===== config.mk =====
export PLATFORM = sky130hd
export DESIGN_NAME = pipeline_hazard_ctrl_flat
export DESIGN_NICKNAME = d
export VERILOG_FILES = /design/src/rtl/pipeline_hazard_ctrl_if.sv /design/src/rtl/pipeline_hazard_ctrl.sv /design/src/flat_wrapper.sv
export SDC_FILE = /design/constraint.sdc
export NUM_CORES = 1
export LEC_CHECK = 0
export BUFFER_PORTS_ARGS = -buffer_cell sky130_fd_sc_hd__buf_2
export CORE_MARGIN = 8
export CORE_UTILIZATION = 56
export DETAILED_ROUTE_END_ITERATION = 12
export GPL_ROUTABILITY_DRIVEN = 0
export PLACE_DENSITY_LB_ADDON = 0.12
export SKIP_LAST_GASP = 1
export SLEW_MARGIN = 20
export SYNTH_ARGS = -nofsm -noshare
export SYNTH_HDL_FRONTEND = slang
export SYNTH_SLANG_ARGS = --single-unit
export TNS_END_PERCENT = 1

===== constraint.sdc =====
create_clock -name clk -period 6.35 [get_ports clk]
set_clock_uncertainty 0.15 [all_clocks]
set_input_delay 1.27 -clock clk [delete_from_list [all_inputs] [get_ports clk]]
set_output_delay 1.27 -clock clk [all_outputs]
set_load 0.005 [all_outputs]

===== src/rtl/pipeline_hazard_ctrl_if.sv =====
// Pipeline hazard controller bus: decode-stage instruction fields, IX branch
// status and parser ownership in; stall/bubble/flush/write-back controls out.
interface pipeline_hazard_ctrl_if #(
    parameter int CNT_W = 16
);
    logic             srec_parse;
    logic             dec_valid;
    logic [4:0]       dec_rs;
    logic [4:0]       dec_rt;
    logic             dec_uses_rs;
    logic             dec_uses_rt;
    logic [4:0]       dec_dest;
    logic             dec_writes;
    logic             dec_is_load;
    logic             exe_branch_taken;
    logic             stall;
    logic             id_ix_bubble;
    logic             flush_if_id;
    logic             wb_write_enable;
    logic [4:0]       wb_dest;
    logic [CNT_W-1:0] stall_count;

    // Pipeline side: presents the decoded instruction, consumes controls
    modport master (
        output srec_parse, dec_valid, dec_rs, dec_rt, dec_uses_rs, dec_uses_rt,
               dec_dest, dec_writes, dec_is_load, exe_branch_taken,
        input  stall, id_ix_bubble, flush_if_id, wb_write_enable, wb_dest,
               stall_count
    );

    // Controller side
    modport slave (
        input  srec_parse, dec_valid, dec_rs, dec_rt, dec_uses_rs, dec_uses_rt,
               dec_dest, dec_writes, dec_is_load, exe_branch_taken,
        output stall, id_ix_bubble, flush_if_id, wb_write_enable, wb_dest,
               stall_count
    );
endinterface


===== src/rtl/pipeline_hazard_ctrl.sv =====
// Pipeline control for the 5-stage core. A shadow scoreboard tracks in-flight
// register writes (IX..WB); RAW hazards against the decode instruction stall
// IF/ID and bubble ID/IX. The pipeline is frozen while the SREC parser owns
// instruction memory, with one flush cycle at the hand-off.
// Build option: define HAZARD_FORWARD_EN when the datapath forwards from MEM
// and WB; only load-use against IX then stalls.
module pipeline_hazard_ctrl #(
    parameter int DEPTH = 3,
    parameter int CNT_W = 16
) (
    input  logic                  clk,
    input  logic                  rst,
    pipeline_hazard_ctrl_if.slave bus
);
    typedef enum logic [1:0] {S_LOAD, S_DRAIN, S_RUN} state_t;

    typedef struct packed {
        logic       v;
        logic [4:0] d;
        logic       ld;
    } sb_ent_t;

    state_t                  state_q, state_d;
    sb_ent_t [DEPTH-1:0]     sb_q, sb_d;
    logic    [CNT_W-1:0]     cnt_q, cnt_d;
    logic                    rs_hit, rt_hit, haz;
    logic                    stall_c, bubble_c, flush_c;

    // Source-register match against in-flight destinations
    always_comb begin
        rs_hit = 1'b0;
        rt_hit = 1'b0;
`ifdef HAZARD_FORWARD_EN
        // MEM/WB results are forwarded; only a load still in IX is unavailable
        rs_hit = sb_q[0].v & sb_q[0].ld & (sb_q[0].d == bus.dec_rs);
        rt_hit = sb_q[0].v & sb_q[0].ld & (sb_q[0].d == bus.dec_rt);
`else
        // WB is included: the register file only commits at the clock edge
        for (int i = 0; i < DEPTH; i++) begin
            if (sb_q[i].v && (sb_q[i].d == bus.dec_rs)) rs_hit = 1'b1;
            if (sb_q[i].v && (sb_q[i].d == bus.dec_rt)) rt_hit = 1'b1;
        end
`endif
        haz = bus.dec_valid &
              ((bus.dec_uses_rs & (bus.dec_rs != 5'd0) & rs_hit) |
               (bus.dec_uses_rt & (bus.dec_rt != 5'd0) & rt_hit));
    end

    // FSM state register
    always_ff @(posedge clk or posedge rst) begin
        if (rst) state_q <= S_LOAD;
        else     state_q <= state_d;
    end

    // FSM next state
    always_comb begin
        state_d = state_q;
        case (state_q)
            S_LOAD:  if (!bus.srec_parse) state_d = S_DRAIN;
            S_DRAIN: state_d = S_RUN;
            S_RUN:   if (bus.srec_parse) state_d = S_LOAD;
            default: state_d = S_LOAD;
        endcase
    end

    // FSM outputs; a taken branch overrides a hazard so the redirect proceeds
    always_comb begin
        stall_c  = 1'b1;
        bubble_c = 1'b1;
        flush_c  = 1'b0;
        case (state_q)
            S_LOAD: ;
            S_DRAIN: flush_c = 1'b1;
            S_RUN: begin
                if (bus.exe_branch_taken) begin
                    stall_c = 1'b0;
                    flush_c = 1'b1;
                end else begin
                    stall_c  = haz;
                    bubble_c = haz;
                end
            end
            default: ;
        endcase
    end

    // Scoreboard shift toward WB and saturating stall counter
    always_comb begin
        sb_d[0] = '0;
        if (!bubble_c) begin
            sb_d[0].v  = bus.dec_valid & bus.dec_writes & (bus.dec_dest != 5'd0);
            sb_d[0].d  = bus.dec_dest;
            sb_d[0].ld = bus.dec_is_load;
        end
        for (int i = 1; i < DEPTH; i++) sb_d[i] = sb_q[i-1];

        cnt_d = cnt_q;
        if ((state_q == S_RUN) && stall_c && (cnt_q != {CNT_W{1'b1}}))
            cnt_d = cnt_q + 1'b1;
    end

    // Scoreboard and counter registers
    always_ff @(posedge clk or posedge rst) begin
        if (rst) begin
            sb_q  <= '0;
            cnt_q <= '0;
        end else begin
            sb_q  <= sb_d;
            cnt_q <= cnt_d;
        end
    end

    assign bus.stall           = stall_c;
    assign bus.id_ix_bubble    = bubble_c;
    assign bus.flush_if_id     = flush_c;
    assign bus.wb_write_enable = sb_q[DEPTH-1].v;
    assign bus.wb_dest         = sb_q[DEPTH-1].d;
    assign bus.stall_count     = cnt_q;
endmodule


===== src/flat_wrapper.sv =====
// flat-port wrapper written by rule: the top's interface ports become plain ports
module pipeline_hazard_ctrl_flat 
#(
    parameter int DEPTH = 3,
    parameter int CNT_W = 16
)
  (clk, rst, bus_srec_parse, bus_dec_valid, bus_dec_rs, bus_dec_rt, bus_dec_uses_rs, bus_dec_uses_rt, bus_dec_dest, bus_dec_writes, bus_dec_is_load, bus_exe_branch_taken, bus_stall, bus_id_ix_bubble, bus_flush_if_id, bus_wb_write_enable, bus_wb_dest, bus_stall_count);
  pipeline_hazard_ctrl_if #(.CNT_W(CNT_W)) bus_i ();
  input  logic clk;
  input  logic rst;
  input wire logic [$bits(bus_i.srec_parse)-1:0] bus_srec_parse;
  input wire logic [$bits(bus_i.dec_valid)-1:0] bus_dec_valid;
  input wire logic [$bits(bus_i.dec_rs)-1:0] bus_dec_rs;
  input wire logic [$bits(bus_i.dec_rt)-1:0] bus_dec_rt;
  input wire logic [$bits(bus_i.dec_uses_rs)-1:0] bus_dec_uses_rs;
  input wire logic [$bits(bus_i.dec_uses_rt)-1:0] bus_dec_uses_rt;
  input wire logic [$bits(bus_i.dec_dest)-1:0] bus_dec_dest;
  input wire logic [$bits(bus_i.dec_writes)-1:0] bus_dec_writes;
  input wire logic [$bits(bus_i.dec_is_load)-1:0] bus_dec_is_load;
  input wire logic [$bits(bus_i.exe_branch_taken)-1:0] bus_exe_branch_taken;
  output wire logic [$bits(bus_i.stall)-1:0] bus_stall;
  output wire logic [$bits(bus_i.id_ix_bubble)-1:0] bus_id_ix_bubble;
  output wire logic [$bits(bus_i.flush_if_id)-1:0] bus_flush_if_id;
  output wire logic [$bits(bus_i.wb_write_enable)-1:0] bus_wb_write_enable;
  output wire logic [$bits(bus_i.wb_dest)-1:0] bus_wb_dest;
  output wire logic [$bits(bus_i.stall_count)-1:0] bus_stall_count;
  assign bus_i.srec_parse = bus_srec_parse;
  assign bus_i.dec_valid = bus_dec_valid;
  assign bus_i.dec_rs = bus_dec_rs;
  assign bus_i.dec_rt = bus_dec_rt;
  assign bus_i.dec_uses_rs = bus_dec_uses_rs;
  assign bus_i.dec_uses_rt = bus_dec_uses_rt;
  assign bus_i.dec_dest = bus_dec_dest;
  assign bus_i.dec_writes = bus_dec_writes;
  assign bus_i.dec_is_load = bus_dec_is_load;
  assign bus_i.exe_branch_taken = bus_exe_branch_taken;
  assign bus_stall = bus_i.stall;
  assign bus_id_ix_bubble = bus_i.id_ix_bubble;
  assign bus_flush_if_id = bus_i.flush_if_id;
  assign bus_wb_write_enable = bus_i.wb_write_enable;
  assign bus_wb_dest = bus_i.wb_dest;
  assign bus_stall_count = bus_i.stall_count;
  pipeline_hazard_ctrl #(.DEPTH(DEPTH), .CNT_W(CNT_W)) u_core (.clk(clk), .rst(rst), .bus(bus_i));
endmodule

Word level (Yosys, flattened, before mapping)
Cells that the tools add are included.
- flip-flop bits (word level): 36
- add/sub/neg operators: 1
- equality and inequality tests: 11
- multiplexer cells: 16
- bitwise operators: 8
- reductions and logical operators: 13
- operators by type and width (operator ; number):
    5-bit == test ; 6
    16-bit by 1-bit adder with 16-bit output (second input constant) ; 1
    16-bit inequality test (second input constant) ; 1
    5-bit nonzero test ; 3
    1-bit 2-to-1 mux ; 11
    1-bit logical AND ; 8
    1-bit bitwise AND ; 7
    7-bit 2-to-1 mux ; 1
    2-bit one-hot mux with 3 select lines ; 1
    2-bit 2-to-1 mux ; 2
    2-bit inequality test (second input constant) ; 2
    2-bit by 1-bit == test with 1-bit output (second input constant) ; 1
    2-bit == test (second input constant) ; 1
    2-bit zero test ; 1
    1-bit one-hot mux with 2 select lines ; 1
    2-bit AND reduction ; 1
    1-bit bitwise OR ; 1

Logic depth before layout (Yosys ltp)
- depth in word-level cells: 12
- gate-level depth with buffers: 8

Worst setup path after synthesis
Ideal clock, no wire load.
- path kind: input port to output port
- from: in bus_dec_rs[1]
- to: out bus_id_ix_bubble
- data arrival time: 2.415 ns
- data required time: 4.930 ns
- path slack: 2.515 ns
- stages on the path: 5
- path buffers: 0
- cell sequence: or4_1 > o211ai_1 > a31o_1 > and3_1 > inv_1
- longest elaborated chain between the ends: 10
- RTL lines (item ; RTL line ; RTL):
    start, declared ; flat_wrapper.sv:13 ; input wire logic [$bits(bus_i.dec_rs)-1:0] bus_dec_rs;
    5-bit == test ; pipeline_hazard_ctrl.sv:40 ; if (sb_q[i].v && (sb_q[i].d == bus.dec_rs)) rs_hit = 1'b1;
    1-bit logical AND ; pipeline_hazard_ctrl.sv:40 ;
    1-bit 2-to-1 mux (3 in a row) ; pipeline_hazard_ctrl.sv:40 ;
    1-bit bitwise AND (*) ; pipeline_hazard_ctrl.sv:45 ; ((bus.dec_uses_rs & (bus.dec_rs != 5'd0) & rs_hit) |
    1-bit bitwise OR (*) ; pipeline_hazard_ctrl.sv:45 ;
    1-bit bitwise AND (*) ; pipeline_hazard_ctrl.sv:44 ; haz = bus.dec_valid &
    1-bit 2-to-1 mux (*) ; pipeline_hazard_ctrl.sv:75 ; if (bus.exe_branch_taken) begin
    1-bit 2-to-1 mux (*) ; pipeline_hazard_ctrl.sv:71 ; case (state_q)
    end, declared ; flat_wrapper.sv:22 ; output wire logic [$bits(bus_i.id_ix_bubble)-1:0] bus_id_ix_bubble;
Mark *: on every way between the ends. The rest lies on a longest branch, timed or not.

Final worst setup path
- from: in bus_dec_rt[0]
- to: out bus_stall
- longest elaborated chain between the ends: 10
- RTL lines (item ; RTL line ; RTL):
    start, declared ; flat_wrapper.sv:14 ; input wire logic [$bits(bus_i.dec_rt)-1:0] bus_dec_rt;
    5-bit == test ; pipeline_hazard_ctrl.sv:41 ; if (sb_q[i].v && (sb_q[i].d == bus.dec_rt)) rt_hit = 1'b1;
    1-bit logical AND ; pipeline_hazard_ctrl.sv:41 ;
    1-bit 2-to-1 mux (3 in a row) ; pipeline_hazard_ctrl.sv:41 ;
    1-bit bitwise AND (*) ; pipeline_hazard_ctrl.sv:46 ; (bus.dec_uses_rt & (bus.dec_rt != 5'd0) & rt_hit));
    1-bit bitwise OR (*) ; pipeline_hazard_ctrl.sv:45 ;
    1-bit bitwise AND (*) ; pipeline_hazard_ctrl.sv:44 ;
    1-bit 2-to-1 mux (*) ; pipeline_hazard_ctrl.sv:75 ;
    1-bit 2-to-1 mux (*) ; pipeline_hazard_ctrl.sv:71 ;
    end, declared ; flat_wrapper.sv:21 ; output wire logic [$bits(bus_i.stall)-1:0] bus_stall;
Marks and branches as above.

==> results.sh <==
export IMPL_path_clk_slew_ns=0.11
export IMPL_worstPathMaxFanout=4
export IMPL_fill_cells=253
export IMPL_grtUsageTotal_pct=15.3
export IMPL_ir_worst_vdd_mv=0.179
export IMPL_cts_buffer_depth=2
export IMPL_cts_root_buf="clkbuf_4"
export IMPL_die_x_microns=74.1
export IMPL_seq_power_share_pct=54.6
export IMPL_finalSetupViolCount=0
export IMPL_vias=1405
export IMPL_slowest_stage="nor4_1"
export IMPL_ys_ff_latch=36
export IMPL_cp_top_family="simple AND/OR/NAND/NOR gates"
export IMPL_diodes=0
export IMPL_routed_via_density=5.38
export IMPL_ioPinCount=49
export IMPL_worst_endpoint_arrival_ns=2.78
export IMPL_slew_violations=0
export IMPL_leakage_nw=1.18
export IMPL_synthDistinctLibCells=34
export IMPL_end_kind="primary output"
export IMPL_ctsHtreeMaxLevel=2
export IMPL_nets=243
export IMPL_grt_max_degree=37
export IMPL_first_global_vias=1504
export IMPL_yosysSeqAreaShare_pct=47.6
export IMPL_cts_tree="yes"
export IMPL_post_cts_setup_buffers=0
export IMPL_layout_drive_gt1_share_pct=32.6
export IMPL_reg2reg_depth=6
export IMPL_slew_limit_headroom_pct=64.2
export IMPL_die_h_microns=74.1
export IMPL_final_hold_violation_count=0
export IMPL_final_setup_tns_ns=0
export IMPL_tightest_slew_ns=0.535
export IMPL_antenna_found_initial=0
export IMPL_port_buffers=47
export IMPL_worst_path_buf_inv=2
export IMPL_crit_cells=8
export IMPL_design_die_area_sq_um=5500
export IMPL_hpwl_microns=3070
export IMPL_netlist_area_sq_um=1890
export IMPL_status="finished clean"
export IMPL_wl_microns=3830
export IMPL_final_area_sq_um=2230
export IMPL_firstDrtPassIters=4
export IMPL_max_freq_ghz=0.238
export IMPL_combPwrFrac_pct=21.1
export IMPL_cp_start_kind="primary input"
export IMPL_drc=0
export IMPL_final_util_pct=67.9
export IMPL_grt_overflow=0
export IMPL_p_clk_share_pct=24.3
export IMPL_cts_repair_resized=0
export IMPL_post_dp_cell_area_sq_um=2170
export IMPL_drt_iter0_markers=71
export IMPL_yosysWarnings=0
export IMPL_fin_crit_ns=4.20
export IMPL_clkLatencyLatePin_ns=0.33
export IMPL_p_sw_share_pct=29.9
export IMPL_wire_per_inst_microns=14.7
export IMPL_post_route_period_util_pct=66.2
export IMPL_grt_setup_unrepaired="no"
export IMPL_holdPathStages=0
export IMPL_cp_data_required_time_ns=4.93
export IMPL_power_net_switching_w=0.000143
export IMPL_num_rows=21
export IMPL_synthCells=161
export IMPL_slowest_delay_ns=0.38
export IMPL_p_int_w=0.000335
export IMPL_start_util_pct=57.6
export IMPL_rrSetupSlack_ns=3.85
export IMPL_crit_path_cell_trace="buf_2, xor2_1, nor4_1, nand3_1, a31o_2, and2_1, o21ai_0, buf_2"
export IMPL_grt_pass1_wl_microns=6570
export IMPL_crit_top_cell="buf_2"
export IMPL_syn_avg_cell_area_sq_um=11.8
export IMPL_cts_buffers=5
export IMPL_hp_class="flop to flop"
export IMPL_core_area_sq_um=3280
export IMPL_power_density_nw_per_um2=214
export IMPL_syn_nets=190
export IMPL_hold_buffers=0
export IMPL_drv_cap=0
export IMPL_worstSetupPathType="primary input to primary output"
export IMPL_clock_sinks=36
export IMPL_area_growth_synth_to_final_pct=17.8
export IMPL_ant_nets=0
==> placed cells by master (no fill, tap or decap), types with 3 or more instances in the layout <==
cell type,instances
xor2_1,26
nand3_1,9
and2_1,8
xnor2_1,17
nand3_2,4
clkbuf_4,5
nand4_1,5
o21ai_0,3
dfrtp_1,36
nor4_1,5
buf_2,47
inv_1,5
ha_1,5
or4_1,3
and3_1,5
nand2_1,6
==> power groups by stage <==
stage / clock network, W / registers (W) / logic (W)
6_report: 0.000116 / 0.000261 / 0.000101
5_1_grt: 0.000130 / 0.000263 / 0.000118
4_1_cts: 0.000123 / 0.000261 / 0.000102
3_5_place_dp: 0 / 0.000266 / 0.000101
3_3_place_gp: 0 / 0.000265 / 0.0000959
2_1_floorplan: 0 / 0.000263 / 0.0000647
==> stage by stage <==
| step | std cells | total power [W] | hold WS, ns | setup slack [ns] |
|---|---|---|---|---|
| floorplan | 161 | 0.000328 | 0.223 | 2.52 |
| global placement | 253 | 0.000360 | 0.242 | 2.20 |
| detailed placement | 253 | 0.000367 | 0.245 | 2.14 |
| CTS | 261 | 0.000486 | 0.272 | 2.14 |
| global route | 261 | 0.000512 | 0.289 | 2.00 |
| finish | 261 | 0.000477 | 0.273 | 2.15 |
==> cells in the mapped netlist (all sizes together) <==
| library cell | number | area (sq um) |
|---|---|---|
| o211ai | 2 | 15.0 |
| mux2i | 1 | 10.0 |
| xnor2 | 19 | 181 |
| or4 | 3 | 22.5 |
| o21ai | 4 | 23.8 |
| nand2 | 6 | 22.5 |
| nor2b | 2 | 12.5 |
| o2111a | 1 | 11.3 |
| ha | 5 | 62.6 |
| nor4 | 6 | 43.8 |
| and2 | 8 | 50.1 |
| and4 | 1 | 8.76 |
| nand2b | 1 | 6.26 |
| inv | 5 | 18.8 |
| and3 | 6 | 38.8 |
| nand4 | 7 | 73.8 |
| buf | 1 | 15.0 |
| a31o | 2 | 17.5 |
| nor3 | 1 | 5.00 |
| xor2 | 26 | 228 |
| clkbuf | 1 | 3.75 |
| nor2 | 1 | 3.75 |
| mux2 | 1 | 11.3 |
| a21oi | 2 | 21.3 |
| dfrtp | 36 | 901 |
| nand3 | 13 | 85.1 |
==> state kept, by name, summed over array words and instances (netlist names) <==
signal	cells
u_core.state_q	2
u_core.bus.stall_count	16
u_core.bus.wb_dest	5
u_core.sb_d	12
u_core.bus.wb_write_enable	1
==> logic make-up (layout without fill, tap and decap cells) <==
kind of cell             count (synthesis)  count (layout)  share of synthesized area (%)
AO/OA/AOI/OAI                           11              11                           4.69
XOR/XNOR                                45              45                           21.6
adder cells (fa/ha/maj)                  5               5                           3.30
buffers and inverters                    7              61                           1.98
flip-flops                              36              36                           47.6
multiplexers                             2               2                           1.12
AND/OR/NAND/NOR                         55              55                           19.7
==> path summary, 6_finish.rpt <==
check,start,endpoint
min reg2reg,u_core.sb_d[20],u_core.bus.wb_write_enable
max in group asynchronous,rst,u_core.sb_d[8]
min in group asynchronous,rst,u_core.bus.stall_count[9]
min,u_core.sb_d[20],u_core.bus.wb_write_enable
max,bus_dec_rt[0],bus_stall
max reg2reg,u_core.sb_d[8],u_core.bus.stall_count[1]
==> area by class of cell <==
class	instances	area, sq um	area share [%]
timing repair buffer	48	243	10.9
clock inverter	3	18.8	0.841
multi-input combinational	118	955	42.8
tap	46	57.6	2.58
inverter	5	18.8	0.841
clock buffer	5	37.5	1.68
sequential	36	901	40.4
==> layer usage <==
layer / vias up / GRT usage (%) / wire (microns)
met1: 680 / 17.0 / 1480
li1: 663 / - / -
met3: 9 / 4.99 / 354
met5: - / 0 / 0
met2: 53 / 26.0 / 1920
met4: 0 / 6.87 / 73
Power figures use the tool's default switching activity.
